<file path="src/rtl/bus_arbiter_pkg.sv">
// Shared types, defaults and index helper for the round-robin bus arbiter.
package bus_arbiter_pkg;

  localparam int DEF_NUM_REQ   = 8;
  localparam int DEF_IDX_W     = 3;
  localparam int DEF_MAX_BURST = 16;

  typedef enum logic [1:0] {
    ST_IDLE  = 2'd0,
    ST_GRANT = 2'd1,
    ST_TURN  = 2'd2
  } state_t;

  // Modulo add for operands already below n; avoids a real divider.
  function automatic int unsigned wrap_add(int unsigned a, int unsigned b, int unsigned n);
    int unsigned s;
    s = a + b;
    if (s >= n) s = s - n;
    return s;
  endfunction

endpackage

</file>
<file path="src/rtl/bus_arbiter_if.sv">
// Request/grant bundle between the requesters (master) and the arbiter (slave).
interface bus_arbiter_if
  import bus_arbiter_pkg::*;
#(
  parameter int NUM_REQ = DEF_NUM_REQ,
  parameter int IDX_W   = DEF_IDX_W
);

  logic [NUM_REQ-1:0] req;
  logic [NUM_REQ-1:0] grant;
  logic [IDX_W-1:0]   grant_idx;
  logic               bus_busy;

  modport master (output req, input grant, input grant_idx, input bus_busy);
  modport slave  (input req, output grant, output grant_idx, output bus_busy);

endinterface

</file>
<file path="src/rtl/bus_arbiter_rr_pick.sv">
// Combinational round-robin picker: rotate by ptr, find lowest set bit, rotate back.
module rr_pick
  import bus_arbiter_pkg::*;
#(
  parameter int NUM_REQ = DEF_NUM_REQ,
  parameter int IDX_W   = DEF_IDX_W
) (
  input  logic [NUM_REQ-1:0] i_req,
  input  logic [IDX_W-1:0]   i_ptr,
  output logic [IDX_W-1:0]   o_winner,
  output logic               o_found
);

  logic [NUM_REQ-1:0] w_rot;
  int unsigned        w_off;

  always_comb begin
    w_rot = '0;
    for (int i = 0; i < NUM_REQ; i++) begin
      w_rot[i] = i_req[IDX_W'(wrap_add(int'(i_ptr), i, NUM_REQ))];
    end
  end

  always_comb begin
    o_found = 1'b0;
    w_off   = '0;
    for (int i = NUM_REQ - 1; i >= 0; i--) begin
      if (w_rot[i]) begin
        o_found = 1'b1;
        w_off   = i;
      end
    end
    o_winner = IDX_W'(wrap_add(int'(i_ptr), w_off, NUM_REQ));
  end

endmodule

</file>
<file path="src/rtl/bus_arbiter.sv">
// Round-robin tristate bus arbiter with a one-cycle turnaround between owners.
// Optional tenure limit when BUS_ARB_BURST_LIMIT_EN is defined.
//
// state    | meaning
// ST_IDLE  | no owner, arbitrate on any request
// ST_GRANT | owner holds the bus until it drops req (or is preempted)
// ST_TURN  | single dead cycle, then arbitrate from the updated pointer
module bus_arbiter
  import bus_arbiter_pkg::*;
#(
  parameter int NUM_REQ = DEF_NUM_REQ,
  parameter int IDX_W   = DEF_IDX_W
`ifdef BUS_ARB_BURST_LIMIT_EN
  , parameter int MAX_BURST = DEF_MAX_BURST
`endif
) (
  input  logic         i_clock,
  input  logic         i_reset,
  bus_arbiter_if.slave io_bus
);

  state_t             r_state, w_state_nxt;
  logic [IDX_W-1:0]   r_ptr, w_ptr_nxt;
  logic [IDX_W-1:0]   r_idx, w_idx_nxt;
  logic [NUM_REQ-1:0] r_grant, w_grant_nxt;
  logic               r_busy, w_busy_nxt;

  logic [IDX_W-1:0]   w_winner;
  logic               w_found;
  logic               w_release;
  logic               w_preempt;
  logic [IDX_W-1:0]   w_ptr_after;

  rr_pick #(
    .NUM_REQ (NUM_REQ),
    .IDX_W   (IDX_W)
  ) u_pick (
    .i_req    (io_bus.req),
    .i_ptr    (r_ptr),
    .o_winner (w_winner),
    .o_found  (w_found)
  );

  assign w_release   = ~io_bus.req[r_idx];
  assign w_ptr_after = IDX_W'(wrap_add(int'(r_idx), 1, NUM_REQ));

`ifdef BUS_ARB_BURST_LIMIT_EN
  localparam int TEN_W = $clog2(MAX_BURST + 1);

  logic [TEN_W-1:0]   r_tenure;
  logic [TEN_W-1:0]   w_tenure_inc;
  logic [NUM_REQ-1:0] w_others;

  // Counts cycles held including the current one, so the limit hits after exactly MAX_BURST cycles.
  assign w_tenure_inc = (r_tenure == TEN_W'(MAX_BURST)) ? r_tenure : r_tenure + 1'b1;
  assign w_others     = io_bus.req & ~r_grant;
  assign w_preempt    = (r_state == ST_GRANT) && (w_tenure_inc == TEN_W'(MAX_BURST)) && (|w_others);

  always_ff @(posedge i_clock or posedge i_reset) begin
    if (i_reset) begin
      r_tenure <= '0;
    end else if (r_state == ST_GRANT) begin
      r_tenure <= w_tenure_inc;
    end else begin
      r_tenure <= '0;
    end
  end
`else
  assign w_preempt = 1'b0;
`endif

  always_ff @(posedge i_clock or posedge i_reset) begin
    if (i_reset) begin
      r_state <= ST_IDLE;
      r_ptr   <= '0;
      r_idx   <= '0;
      r_grant <= '0;
      r_busy  <= 1'b0;
    end else begin
      r_state <= w_state_nxt;
      r_ptr   <= w_ptr_nxt;
      r_idx   <= w_idx_nxt;
      r_grant <= w_grant_nxt;
      r_busy  <= w_busy_nxt;
    end
  end

  always_comb begin
    w_state_nxt = r_state;
    w_ptr_nxt   = r_ptr;
    w_idx_nxt   = r_idx;
    w_grant_nxt = r_grant;
    w_busy_nxt  = r_busy;
    case (r_state)
      ST_IDLE, ST_TURN: begin
        if (w_found) begin
          w_state_nxt = ST_GRANT;
          w_idx_nxt   = w_winner;
          w_grant_nxt = {{(NUM_REQ-1){1'b0}}, 1'b1} << w_winner;
          w_busy_nxt  = 1'b1;
        end else begin
          w_state_nxt = ST_IDLE;
          w_grant_nxt = '0;
          w_busy_nxt  = 1'b0;
        end
      end
      ST_GRANT: begin
        // grant_idx is left alone so the read mux select stays put while idle.
        if (w_release || w_preempt) begin
          w_state_nxt = ST_TURN;
          w_ptr_nxt   = w_ptr_after;
          w_grant_nxt = '0;
          w_busy_nxt  = 1'b0;
        end
      end
      default: begin
        w_state_nxt = ST_IDLE;
        w_grant_nxt = '0;
        w_busy_nxt  = 1'b0;
      end
    endcase
  end

  assign io_bus.grant     = r_grant;
  assign io_bus.grant_idx = r_idx;
  assign io_bus.bus_busy  = r_busy;

endmodule

</file>
<file path="src/flat_wrapper.sv">
// flat-port wrapper written by rule: the top's interface ports become plain ports
module bus_arbiter_flat import bus_arbiter_pkg::*;
#(
  parameter int NUM_REQ = DEF_NUM_REQ,
  parameter int IDX_W   = DEF_IDX_W

)
  (i_clock, i_reset, io_bus_req, io_bus_grant, io_bus_grant_idx, io_bus_bus_busy);
  bus_arbiter_if #(.NUM_REQ(NUM_REQ), .IDX_W(IDX_W)) io_bus_i ();
  input  logic i_clock;
  input  logic i_reset;
  input wire logic [$bits(io_bus_i.req)-1:0] io_bus_req;
  output wire logic [$bits(io_bus_i.grant)-1:0] io_bus_grant;
  output wire logic [$bits(io_bus_i.grant_idx)-1:0] io_bus_grant_idx;
  output wire logic [$bits(io_bus_i.bus_busy)-1:0] io_bus_bus_busy;
  assign io_bus_i.req = io_bus_req;
  assign io_bus_grant = io_bus_i.grant;
  assign io_bus_grant_idx = io_bus_i.grant_idx;
  assign io_bus_bus_busy = io_bus_i.bus_busy;
  bus_arbiter #(.NUM_REQ(NUM_REQ), .IDX_W(IDX_W)) u_core (.i_clock(i_clock), .i_reset(i_reset), .io_bus(io_bus_i));
endmodule
</file>
<file path="config.mk">
export PLATFORM = sky130hd
export DESIGN_NAME = bus_arbiter_flat
export DESIGN_NICKNAME = d
export VERILOG_FILES = /design/src/rtl/bus_arbiter_pkg.sv /design/src/rtl/bus_arbiter_if.sv /design/src/rtl/bus_arbiter_rr_pick.sv /design/src/rtl/bus_arbiter.sv /design/src/flat_wrapper.sv
export SDC_FILE = /design/constraint.sdc
export NUM_CORES = 1
export LEC_CHECK = 0
export CAP_MARGIN = 20
export CORE_MARGIN = 4
export CORE_UTILIZATION = 40
export CTS_CLUSTER_SIZE = 40
export DETAILED_ROUTE_END_ITERATION = 8
export PLACE_DENSITY = 0.63
export SYNTH_ARGS = -nofsm -noshare
export SYNTH_HDL_FRONTEND = slang
export SYNTH_SLANG_ARGS = --single-unit
export TNS_END_PERCENT = 10
</file>
<file path="constraint.sdc">
create_clock -name i_clock -period 3.53 [get_ports i_clock]
set_input_delay 0.353 -clock i_clock [delete_from_list [all_inputs] [get_ports i_clock]]
set_output_delay 0.353 -clock i_clock [all_outputs]
set_load 0.1 [all_outputs]
</file>
==> metrics.cfg <==
[timing]
drv_slew = 0
rsz0062_at_grt = false
fin_hold_ws_ps = 460.2
setup_viol = 0
slew_headroom = 0.3502
period_share = 0.9371
skew_ps = 1.231
maxClockFrequency_mhz = 302.3
tightest_slew_ps = 971.7
hold_viol = 0
period_needed_ps = 3308

[logic_synthesis]
syn_nets = 161
yosys-top-cells-area = dfrtp_1 27%, mux4_2 15%, nor2_1 4.2%, a32oi_1 4.1%, mux2_4 4.0%
ys_warn_count = 0
yosysUniqueCellTypes = 44
synth_async_sr_flop_share = 1.000
ys_seq_elements = 16
syn_area_per_cell_um2 = 10.30
yosys.area.top_type_share = 0.2662
synthFlopType = dfrtp_1
synth-edff-count = 0
syn_area_um2 = 1504
yosysTopAreaCell = dfrtp_1
ys_seq_area_frac = 0.2662
synthCells = 146

[detailed_routing]
avgViaCountPerCell = 5.668
drt-pass1-iter-count = 4
totalWireLength_um = 3435
drc = 0
vias = 1247
drtAntennaViolNets = 0
wl_per_cell_um = 15.61
first_iter_violations = 90

[critical_path]
crit_buf_inv = 2
crit_chain = inv_1 -> ha_4 -> buf_4 -> mux4_2 -> mux2_2 -> nor2_4 -> nor2_1 -> a21oi_1 -> fa_2 -> nor2b_1 -> a32oi_1 -> o31ai_1
end_kind = flop
critPathMaxStageDelay_ps = 550
crit_path_top_delay_cell = fa_2
critPathArrivalTime_ps = 3440
crit_path_start_kind = flop
timing_worst_setup_path_type = flop to flop
cp_top_family = adder cells
crit_fanout = 9
cp.required_ps = 3660

[placed_design]
dp_hpwl_um = 2680
dp_cells = 216
gp_congestion = 0.8695
dpl-instance-area_um2 = 1782
numPortBuffers = 21

[global_route]
grt_pass1_vias = 1203
grt_max_degree = 17
grt_pass1_wl_um = 5747
overflow = 0
track_usage = 0.1465
antenna_found_initial = 0

[clock_tree]
cts_setup_buffers = 0
clkSinkCount = 16
htreeDepth = 1
cts_tree = yes
holdBufCountCts = 0
path_clk_slew_ps = 60
clk_path_buf_depth = 2
numCtsBuffers = 3
clkLatencyLatePin_ps = 250
cts_root_buffer = clkbuf_8

[floorplan]
num_rows = 22
coreArea_um2 = 3633
die_y_um = 69.32
ioPinCount = 22
initial_core_util = 0.4139
die_x_um = 69.32
die-area_um2 = 4805

[outcome]
status = finished, final reports clean

[final_layout]
antennaDiodeCount = 0
layout.cells.non_filler = 220
layout-drive-gt1-share = 0.2616
stdcell_area_um2 = 1868
nets = 188
area_growth_pct = 24.21
fin_util = 0.5141

[flow_run]
cap_violations = 0

[min_path]
min_path_type = input port to async pin

[cells in the mapped netlist (all sizes together), types with 2 or more instances]
cell    number
o311ai       2
o21ai        7
buf          7
o31ai        4
mux4        10
inv          7
a32oi        7
nor2b        4
or2          3
xnor2        3
nor2        19
dfrtp       16
mux2i        5
nand2       12
nand2b       5
nor3b        2
nor3         3
mux2         7
ha           4
nand4        2
o211ai       2
a21oi        2
xor2         4
[through the flow]
step	TNS [ps]	worst slack (ps)
2_1_floorplan	0	2.549
3_3_place_gp	0	75.61
3_5_place_dp	-9.605	-7.978
4_1_cts	0	9.192
5_1_grt	0	7.781
6_report	0	222.1
[worst reg2reg max path: stages (launching register included)]
cell,delay (ps)
dfrtp_1,340
inv_1,80
ha_4,320
buf_4,140
mux4_2,540
mux2_2,330
nor2_4,160
nor2_1,60
a21oi_1,180
fa_2,550
nor2b_1,190
a32oi_1,200
o31ai_1,100
[final cells by class]
type | count | area (um2)
Fill cell | 345 | 1765
Multi-Input combinational cell | 116 | 1056
Sequential cell | 16 | 400.4
Timing Repair Buffer | 29 | 270.3
Tap cell | 48 | 60.06
Clock buffer | 4 | 55.05
Inverter | 7 | 26.28
[registers in the layout, indices dropped and copies added, names as in the netlist]
name                     flops
u_core.r_state               1
u_core.r_ptr                 3
u_core.io_bus.grant_idx      3
u_core.io_bus.grant          8
u_core.io_bus.bus_busy       1
[what timing repair did]
action	4_1_cts	5_1_grt
endpoints found under the setup margin	3	9
gates resized for setup	1	6
cloned	0	0
[cells by family after synthesis]
family,Yosys count,share of synthesized area
fa+ha+maj,5,0.04659
flops,16,0.2662
simple gates,52,0.1714
xor+xnor,7,0.04077
buf+inv,14,0.05240
compound gates,30,0.1772
mux,22,0.2454
[final timing paths]
kind	cells after the start	start	slack [ps]	to
worst max-delay path	12	u_core.r_ptr[1]	220	u_core.io_bus.grant[0]
worst min-delay path	2	i_reset	460	u_core.io_bus.grant[6]
worst max register to register	12	u_core.r_ptr[1]	220	u_core.io_bus.grant[0]
worst min register to register	2	u_core.io_bus.grant[7]	500	u_core.io_bus.grant[7]
max in group asynchronous	2	i_reset	2690	u_core.r_state[1]
min in group i_clock	2	u_core.io_bus.grant[7]	500	u_core.io_bus.grant[7]
[placed cells by master, fill, tap and decap left out, types with 3 or more instances in the layout]
cell	count
buf_4	8
inv_1	6
clkdlybuf4s50_1	21
nor3_1	3
mux4_2	10
nand2b_1	5
clkbuf_8	4
dfrtp_1	16
xor2_1	4
nor2_2	3
a32oi_1	7
mux2_4	4
nor2b_1	4
mux2i_1	4
nor2_1	15
nand2_1	12
ha_1	3
o21ai_0	3
o21ai_1	4
[layer usage]
| metal | vias up | wire, um | GRT usage |
|---|---|---|---|
| met1 | 619 | 1610 | 0.2013 |
| met5 | - | 0 | 0 |
| met4 | 0 | 31 | 0.04772 |
| li1 | 600 | - | - |
| met3 | 4 | 129 | 0.04058 |
| met2 | 24 | 1664 | 0.2225 |
Power is left out: the tool's default activity adds up to more than one toggle a clock period on the data nets, which glitch-free logic cannot reach.
